[config.mk]
export PLATFORM = sky130hd
export DESIGN_NAME = fpalu
export DESIGN_NICKNAME = d
export VERILOG_FILES = /design/src/rtl/fpalu_pkg.sv /design/src/rtl/fpalu_lzc.sv /design/src/rtl/fpalu.sv
export SDC_FILE = /design/constraint.sdc
export NUM_CORES = 1
export LEC_CHECK = 0
export ABC_CLOCK_PERIOD_IN_PS = 20600
export BUFFER_PORTS_ARGS = -buffer_cell sky130_fd_sc_hd__buf_2
export CELL_PAD_IN_SITES_DETAIL_PLACEMENT = 1
export CELL_PAD_IN_SITES_GLOBAL_PLACEMENT = 1
export CORE_UTILIZATION = 40
export CTS_BUF_LIST = sky130_fd_sc_hd__clkbuf_4 sky130_fd_sc_hd__clkbuf_8
export DETAILED_ROUTE_END_ITERATION = 16
export PLACE_DENSITY_LB_ADDON = 0.1
export SLEW_MARGIN = 20
export SYNTH_ARGS = -nofsm -noshare
export SYNTH_HDL_FRONTEND = slang
export SYNTH_HIERARCHICAL = 1
export SYNTH_SLANG_ARGS = --single-unit
[constraint.sdc]
create_clock -name clk -period 20.6 [get_ports clk]
set_input_delay 4.12 -clock clk [delete_from_list [all_inputs] [get_ports clk]]
set_output_delay 4.12 -clock clk [all_outputs]
set_load 0.03 [all_outputs]
[src/rtl/fpalu_pkg.sv]
// Shared widths, bias and opcode encodings for the 29-bit add/sub ALU.
package fpalu_pkg;

  localparam int EXP_W = 6;
  localparam int MAN_W = 22;
  localparam int BIAS  = 31;
  localparam int GRS_W = 3;

  localparam logic [1:0] OP_SUBR = 2'b00;
  localparam logic [1:0] OP_ADDR = 2'b01;
  localparam logic [1:0] OP_SUBI = 2'b10;
  localparam logic [1:0] OP_ADDI = 2'b11;

  typedef struct packed {
    logic             sgn;
    logic [EXP_W-1:0] exp;
    logic [MAN_W-1:0] man;
  } fp_t;

endpackage

[src/rtl/fpalu_lzc.sv]
// 23-bit leading-zero counter; an all-zero input reports 23.
module fpalu_lzc (
  input  logic [22:0] vec_i,
  output logic [4:0]  cnt_o
);

  always_comb begin
    cnt_o = 5'd23;
    // Ascending scan: the highest set bit is the last write.
    for (int i = 0; i < 23; i++) begin
      if (vec_i[i]) cnt_o = 5'(22 - i);
    end
  end

endmodule

[src/rtl/fpalu.sv]
// Single-stage 29-bit float add/sub with RNE or truncation; one result per cycle, 1-cycle latency.
// Overflow gives the infinity code unless FPALU_SAT_EN is defined, which saturates to max magnitude.
module fpalu
  import fpalu_pkg::*;
(
  input  logic             clk,
  input  logic             rst,
  input  logic [1:0]       opcode,
  input  logic             din_uni_a_sgn,
  input  logic [EXP_W-1:0] din_uni_a_exp,
  input  logic [MAN_W-1:0] din_uni_a_man_dn,
  input  logic             din_uni_b_sgn,
  input  logic [EXP_W-1:0] din_uni_b_exp,
  input  logic [MAN_W-1:0] din_uni_b_man_dn,
  output logic             dout_uni_y_sgn,
  output logic [EXP_W-1:0] dout_uni_y_exp,
  output logic [MAN_W-1:0] dout_uni_y_man_dn
);

  localparam int EXT_W = MAN_W + GRS_W;

  fp_t              y_d, y_q;
  fp_t              big, sml;
  logic             eff_b_sgn, a_is_big, sub_op, res_sgn;
  logic [EXP_W-1:0] exp_diff;
  logic [2*EXT_W-1:0] sml_wide;
  logic [EXT_W-1:0] sml_al, big_ext, mag_diff, v, v_n;
  logic [EXT_W:0]   res;
  logic [EXP_W:0]   exp_pre, shamt, exp_n, exp_f;
  logic [4:0]       lz;
  logic [MAN_W-1:0] man_n, man_f;
  logic [MAN_W:0]   man_inc;
  logic             rnd_up;

  fpalu_lzc u_lzc (
    .vec_i (v[EXT_W-1:2]),
    .cnt_o (lz)
  );

  always_comb begin
    eff_b_sgn = din_uni_b_sgn ^ ~opcode[0];
    sub_op    = din_uni_a_sgn ^ eff_b_sgn;
    // A zero-mantissa operand never wins the swap, whatever its exponent.
    a_is_big  = (~|din_uni_b_man_dn) |
                ((|din_uni_a_man_dn) &
                 ((din_uni_a_exp > din_uni_b_exp) |
                  ((din_uni_a_exp == din_uni_b_exp) && (din_uni_a_man_dn >= din_uni_b_man_dn))));
    if (a_is_big) begin
      big = '{din_uni_a_sgn, din_uni_a_exp, din_uni_a_man_dn};
      sml = '{eff_b_sgn, din_uni_b_exp, din_uni_b_man_dn};
    end else begin
      big = '{eff_b_sgn, din_uni_b_exp, din_uni_b_man_dn};
      sml = '{din_uni_a_sgn, din_uni_a_exp, din_uni_a_man_dn};
    end

    exp_diff = big.exp - sml.exp;
    sml_wide = {sml.man, {GRS_W{1'b0}}, {EXT_W{1'b0}}} >> exp_diff;
    if (exp_diff >= EXP_W'(EXT_W))
      sml_al = {{(EXT_W-1){1'b0}}, |sml.man};
    else
      sml_al = {sml_wide[2*EXT_W-1:EXT_W+1], sml_wide[EXT_W] | (|sml_wide[EXT_W-1:0])};
    big_ext = {big.man, {GRS_W{1'b0}}};

    res_sgn  = big.sgn;
    mag_diff = big_ext - sml_al;
    // Unnormalized inputs can make the aligned small operand the larger magnitude.
    if (sub_op && (sml_al > big_ext)) begin
      mag_diff = sml_al - big_ext;
      res_sgn  = ~big.sgn;
    end
    res = sub_op ? {1'b0, mag_diff} : ({1'b0, big_ext} + {1'b0, sml_al});

    if (res[EXT_W]) begin
      v       = {res[EXT_W:2], res[1] | res[0]};
      exp_pre = {1'b0, big.exp} + 7'd1;
    end else begin
      v       = res[EXT_W-1:0];
      exp_pre = {1'b0, big.exp};
    end

    shamt = ({2'b0, lz} < exp_pre) ? {2'b0, lz} : exp_pre;
    v_n   = v << shamt;
    exp_n = exp_pre - shamt;
    man_n = v_n[EXT_W-1:GRS_W];

    rnd_up  = ~opcode[1] & v_n[2] & (v_n[1] | v_n[0] | man_n[0]);
    man_inc = {1'b0, man_n} + 23'd1;
    man_f   = man_n;
    exp_f   = exp_n;
    if (rnd_up) begin
      if (man_inc[MAN_W]) begin
        man_f = 22'h200000;
        exp_f = exp_n + 7'd1;
      end else begin
        man_f = man_inc[MAN_W-1:0];
      end
    end

    if (~|man_f) begin
      y_d = '0;
    end else if (exp_f[EXP_W]) begin
`ifdef FPALU_SAT_EN
      y_d = '{res_sgn, {EXP_W{1'b1}}, {MAN_W{1'b1}}};
`else
      y_d = '{res_sgn, {EXP_W{1'b1}}, {MAN_W{1'b0}}};
`endif
    end else begin
      y_d = '{res_sgn, exp_f[EXP_W-1:0], man_f};
    end
  end

  always_ff @(posedge clk) begin
    if (rst) y_q <= '0;
    else     y_q <= y_d;
  end

  assign dout_uni_y_sgn    = y_q.sgn;
  assign dout_uni_y_exp    = y_q.exp;
  assign dout_uni_y_man_dn = y_q.man;

endmodule

-- Word level (Yosys, flattened, before mapping)
Cells that the tools add are included.
- add/sub/neg operators: 8
- magnitude comparators: 5
- equal/unequal tests: 1
- shift-type cells: 2
- mux-type cells: 37
- bitwise gates (word level): 15
- reduce and logical (&&, ||, !) cells: 10
- operators by type and width (kind ; count):
    22-bit OR reduction ; 4
    5-bit 2-to-1 mux ; 16
    25-bit 2-to-1 mux ; 3
    28-bit 2-to-1 mux ; 2
    50-bit by 6-bit right shift with 50-bit output ; 1
    25-bit subtractor ; 2
    22-bit 2-to-1 mux ; 2
    29-bit 2-to-1 mux ; 1
    7-bit 2-to-1 mux ; 4
    25-bit by 25-bit adder with 26-bit output ; 1
    26-bit 2-to-1 mux ; 1
    25-bit greater-than comparator ; 1
    25-bit OR reduction ; 1
    25-bit by 7-bit left shift with 25-bit output ; 1
    22-bit by 1-bit adder with 23-bit output (second input constant) ; 1
    22-bit greater-or-equal comparator ; 1
    3-bit 2-to-1 mux ; 4
    6-bit by 1-bit adder with 7-bit output (second input constant) ; 1
    7-bit by 1-bit adder with 7-bit output (second input constant) ; 1
    5-bit by 7-bit less-than comparator with 1-bit output ; 1
    7-bit subtractor ; 1
    6-bit == test ; 1
    6-bit by 5-bit greater-or-equal comparator with 1-bit output (second input constant) ; 1
    6-bit greater-than comparator ; 1
    11 further kinds ; 25
- register bits after elaboration: 29
- bits of input ports: 62
- output and inout bits: 29
- logic and storage cells: 81

-- Logic depth before layout (Yosys ltp)
- depth in word-level cells: 50
- gate-level depth with buffers: 78
- depth with buffers taken out: 68

-- Hierarchy
Netlist, hierarchy kept.
- modules (own cells, without submodules) (module ; times used ; cells an instance ; area each (µm²) ; seq. area each (µm²)):
    fpalu ; 1 ; 2041 ; 13520.5 ; 580.6
    fpalu_lzc ; 1 ; 42 ; 236.5 ; 0.0

-- Worst setup path after synthesis
No wires, ideal clock.
- path kind: input-to-reg
- start: in din_uni_b_exp[3]
- end: reg y_q, in the netlist dout_uni_y_man_dn[10]
- library setup time: 0.132 ns
- data arrival time: 18.918 ns
- required time: 20.468 ns
- path slack: 1.550 ns
- stages on the path: 72
- buffers on the path: 14
- path through: inv_1 -> ha_1 -> buf_2 -> o211ai_1 -> a211oi_1 -> a2111oi_1 -> a21oi_1 -> a221oi_4 -> buf_4 -> buf_6 -> buf_2 -> buf_2 -> mux2i_1 -> ha_1 -> clkbuf_1 -> clkbuf_1 -> clkbuf_1 -> clkbuf_1 -> [... 36 more ...] -> o31a_1 -> nand2_1 -> a21oi_1 -> nand2_1 -> inv_1 -> ha_1 -> inv_1 -> nor4_2 -> and2_1 -> or3b_1 -> nand3b_4 -> nor2_2 -> nand2_1 -> or4_1 -> o211ai_2 -> xor2_4 -> buf_6 -> nor3_1
- elaborated cells between the ends (all ways): 66
- those cells by class: add/sub: 8; order compare: 4; eq/ne: 1; shift: 2; mux: 35; bitwise: 10; reduce/logical: 6
- RTL lines (what ; line ; text):
    start, declared ; fpalu.sv:13 ; input logic [EXP_W-1:0] din_uni_b_exp,
    parallel branches: the longest is 14 deep, another holds 25-bit greater-than comparator ; n/a ;
    26-bit 2-to-1 mux (*) ; fpalu.sv:71 ; res = sub_op ? {1'b0, mag_diff} : ({1'b0, big_ext} + {1'b0, sml_al});
    25-bit 2-to-1 mux (*) ; fpalu.sv:73 ; if (res[EXT_W]) begin
    via v[19] ; fpalu.sv:27 ; logic [EXT_W-1:0] sml_al, big_ext, mag_diff, v, v_n;
    5-bit 2-to-1 mux (*) (6 in series) ; fpalu_lzc.sv:11 ; if (vec_i[i]) cnt_o = 5'(22 - i);
    via lz[4] ; fpalu.sv:30 ; logic [4:0] lz;
    5-bit by 7-bit less-than comparator with 1-bit output ; fpalu.sv:81 ; shamt = ({2'b0, lz} < exp_pre) ? {2'b0, lz} : exp_pre;
    7-bit 2-to-1 mux (*) ; fpalu.sv:81 ;
    parallel branches: the longest is 8 deep, another holds 22-bit by 1-bit adder with 23-bit output ; n/a ;
    end signal, assigned ; fpalu.sv:114 ; else y_q <= y_d;
    end, declared ; fpalu.sv:22 ; fp_t y_d, y_q;
Mark *: on every way through the listed nets, which the timed path passes.
A chain may end at the register's enable or synchronous reset.

-- Final worst setup path
- start: in din_uni_b_man_dn[13]
- end: reg y_q, in the netlist dout_uni_y_man_dn[13]
- elaborated cells between the ends (all ways): 67
- those cells by class: add/sub: 8; order compare: 4; shift: 2; mux: 35; bitwise: 10; reduce/logical: 8
- RTL lines (what ; line ; text):
    start, declared ; fpalu.sv:14 ; input logic [MAN_W-1:0] din_uni_b_man_dn,
    22-bit greater-or-equal comparator ; fpalu.sv:47 ; ((din_uni_a_exp == din_uni_b_exp) && (din_uni_a_man_dn >= din_uni_b_man_dn))));
    1-bit logical AND ; fpalu.sv:47 ;
    1-bit OR ; fpalu.sv:46 ; ((din_uni_a_exp > din_uni_b_exp) |
    1-bit AND ; fpalu.sv:45 ; ((|din_uni_a_man_dn) &
    1-bit OR ; fpalu.sv:44 ; a_is_big = (~|din_uni_b_man_dn) |
    29-bit 2-to-1 mux or 28-bit 2-to-1 mux (tied branches) ; fpalu.sv:48 ; if (a_is_big) begin
    6-bit subtractor ; fpalu.sv:56 ; exp_diff = big.exp - sml.exp;
    50-bit by 6-bit right shift with 50-bit output ; fpalu.sv:57 ; sml_wide = {sml.man, {GRS_W{1'b0}}, {EXT_W{1'b0}}} >> exp_diff;
    [... 6 more ...] ; n/a ;
    26-bit 2-to-1 mux (*) ; fpalu.sv:71 ;
    25-bit 2-to-1 mux (*) ; fpalu.sv:73 ;
    via v[14] ; fpalu.sv:27 ;
    5-bit 2-to-1 mux (*) (11 in series) ; fpalu_lzc.sv:11 ;
    via lz[4] ; fpalu.sv:30 ;
    5-bit by 7-bit less-than comparator with 1-bit output ; fpalu.sv:81 ;
    7-bit 2-to-1 mux (*) ; fpalu.sv:81 ;
    parallel branches: the longest is 8 deep, another holds 22-bit by 1-bit adder with 23-bit output ; n/a ;
Marks and branches as above.

==> impl_metrics.json <==
{
  "status": "finished clean",
  "finalHoldViolCount": 0,
  "worst_ep_required_time_ps": 20730,
  "grt_use_total_pct": 38.7,
  "area_delta_synth_final_pct": 9.23,
  "cts_tree": "done",
  "synth_top_area_share_pct": 9.55,
  "grt_pass1_wl_mm": 106,
  "maxCapViolations": 0,
  "placement.io_buffers": 90,
  "critPathMaxFanout": 21,
  "via_per_inst": 6.83,
  "slew_viol_final": 0,
  "setup_viol": 0,
  "dieArea_mm2": 0.0351,
  "synth_area_leaders": "ha_1 (9.5%), mux2i_1 (6.3%), nand2_1 (6.2%)",
  "final_util_pct": 44.6,
  "die_w_um": 187,
  "maxSlewHeadroom_pct": 27.7,
  "p_leak_nw": 6.54,
  "first_pass_iters": 5,
  "timing.critical_path.from": "din_uni_b_man_dn[13]",
  "avgRoutedWirePerCell_um": 27.4,
  "cpPeakStageDelay_ps": 540,
  "std_cell_rows": 67,
  "drc": 0,
  "place_congestion": 1.01,
  "dp_hpwl_mm": 57.7,
  "gr-total-overflow": 0,
  "synth_edf_count": 0,
  "postSynthAreaPerCell_um2": 6.60,
  "cts_buffers": 5,
  "ys_warn_count": 6,
  "synthArstFlopShare_pct": 0,
  "drtIter0Drc": 1832,
  "max-vdd-ir-drop_uv": 79.6,
  "final_nets": 2285,
  "syn_inst": 2083,
  "antenna_found_initial": 0,
  "hold_start": "rst",
  "worstPathArrival_ps": 20000,
  "critPathSlowestCell": "ha_1",
  "synth_cell_type_count": 117,
  "critPathLaunchType": "input pin",
  "ys.flop_type": "dfxtp_1",
  "crit_path_end_kind": "flip-flop",
  "synth_area_mm2": 0.0138,
  "ios": 91,
  "fin_crit_sh_pct": 96.5,
  "fin_total_pwr_mw": 2.22,
  "ctsLongestPathBuffers": 2,
  "finalWirelength_mm": 70.2,
  "grt_pass1_vias": 17100,
  "path_clk_slew_ps": 70,
  "drive_gt1_share_pct": 13.6,
  "ctsRootBufferMaster": "clkbuf_8",
  "ys_seq_area_share_pct": 4.22,
  "synth_nets": 2253,
  "power_density_mw_per_mm2": 148,
  "htree_levels": 2,
  "worstSetupPathType": "input pin to flip-flop",
  "cts_sinks": 29,
  "synth-seq-cells": 29,
  "fp.dieH_um": 187,
  "fin_crit_ps": 19870,
  "diodes": 0,
  "synth_area_leader_cell": "ha_1",
  "fmax_mhz": 50.3,
  "start_util_pct": 40.8,
  "fp.coreArea_mm2": 0.0337,
  "ant_nets": 0,
  "tightest_slew_ps": 1070,
  "num_vias": 17500,
  "grt_start_max_net_pins": 67,
  "hp-class": "input pin to flip-flop"
}
## worst paths after layout
check | endpoint | slack, ps | cells after the start
hold / removal | dout_uni_y_man_dn[20] | 4330 | 2
setup / recovery | dout_uni_y_man_dn[13] | 730 | 60
## kinds of logic (layout without fill, tap and decap cells)
kind of cell	count (synthesis)	after routing	share of synthesized area (%)
buf+inv	257	290	7.53
flops	29	29	4.22
mux	121	121	10.3
fa+ha+maj	108	108	9.99
xor+xnor	60	60	4.01
simple gates	825	825	29.1
compound gates	683	683	34.9
## stage by stage
stage | worst slack [ps] | instances | TNS (ps) | hold slack (ps) | instance area (um2)
6_report | 730 | 2564 | 0 | 4330 | 15000
3_5_place_dp | -64.4 | 2554 | -448 | 4550 | 14700
2_1_floorplan | 1550 | 2083 | 0 | 4260 | 13800
4_1_cts | 144 | 2562 | 0 | 4340 | 14800
5_1_grt | -78.1 | 2564 | -380 | 4340 | 15000
3_3_place_gp | 366 | 2554 | 0 | 4550 | 14700
## layer usage
layer	routed length [um]	global-route usage, %	vias to the layer above
li1	-	-	7859
met1	31200	54.0	8667
met2	31000	61.7	839
met3	5580	4.60	145
met4	2440	12.0	0
met5	0	0	-
## cells in the final DEF (no fill, tap or decap), drive strengths merged, types with 19 or more instances in the layout
master	n
nand4	28
xor2	22
mux2	21
a31oi	32
a21oi	162
o21ai	119
nor4	40
a211oi	36
xnor2	38
and2	20
a21o	47
or3	28
nor2	226
inv	131
nand2	231
o31ai	22
o211ai	37
mux2i	86
and3	19
buf	148
nor3	74
nand3	67
ha	105
dfxtp	29
## state kept, by name, indices dropped and copies added, names as in the netlist
register and count:
dout_uni_y_exp 6, dout_uni_y_man_dn 22, dout_uni_y_sgn 1
## cell usage after synthesis, types with 10 or more instances
master,count
and3_1,19
buf_1,10
a31oi_1,32
a211oi_1,35
nand2b_1,18
or2_2,13
nor2b_1,15
and2_1,19
ha_1,105
o2111ai_1,11
o22ai_1,15
mux4_2,14
nand3_1,65
nor3_1,73
nor2_1,224
a21oi_1,161
mux2i_1,86
dfxtp_1,29
o31ai_1,19
a221oi_1,12
or4_1,12
o221ai_1,15
o211ai_1,36
xnor2_1,37
inv_1,131
o21bai_1,18
buf_2,18
nor4_1,37
nand2_1,229
mux2_2,19
or3_1,27
a21o_1,47
clkbuf_1,88
nand4_1,28
o21ai_0,107
xor2_1,21
## worst max-delay path: cells and delay by family
family,cells,cell delay [ps]
mux,4,910
fa+ha+maj,4,1490
xor+xnor,1,520
simple gates,30,7620
buf+inv,6,1440
compound gates,15,3820
## cell type report
| class | instances | area (um2) |
|---|---|---|
| fill | 4490 | 18700 |
| clock buffer | 7 | 90.1 |
| tap | 448 | 561 |
| sequential | 29 | 581 |
| inverter | 133 | 499 |
| clock inverter | 1 | 30.0 |
| multi-input combinational | 1797 | 12400 |
| timing repair buffer | 149 | 916 |
## timing repair
action	CTS	global route
resized for setup	0	35
hold buffers	0	0
setup endpoints to repair	0	29
endpoints found under the hold margin	0	0
setup buffers	0	1
## report_power, final
part / total [mW] / internal (mW) / switching, mW
Sequential: 0.0822 / 0.0778 / 0.00440
Clock: 0.0604 / 0.0407 / 0.0197
Combinational: 2.08 / 0.659 / 1.42
Total: 2.22 / 0.777 / 1.44
No activity file was read; power rests on OpenSTA's default activity.
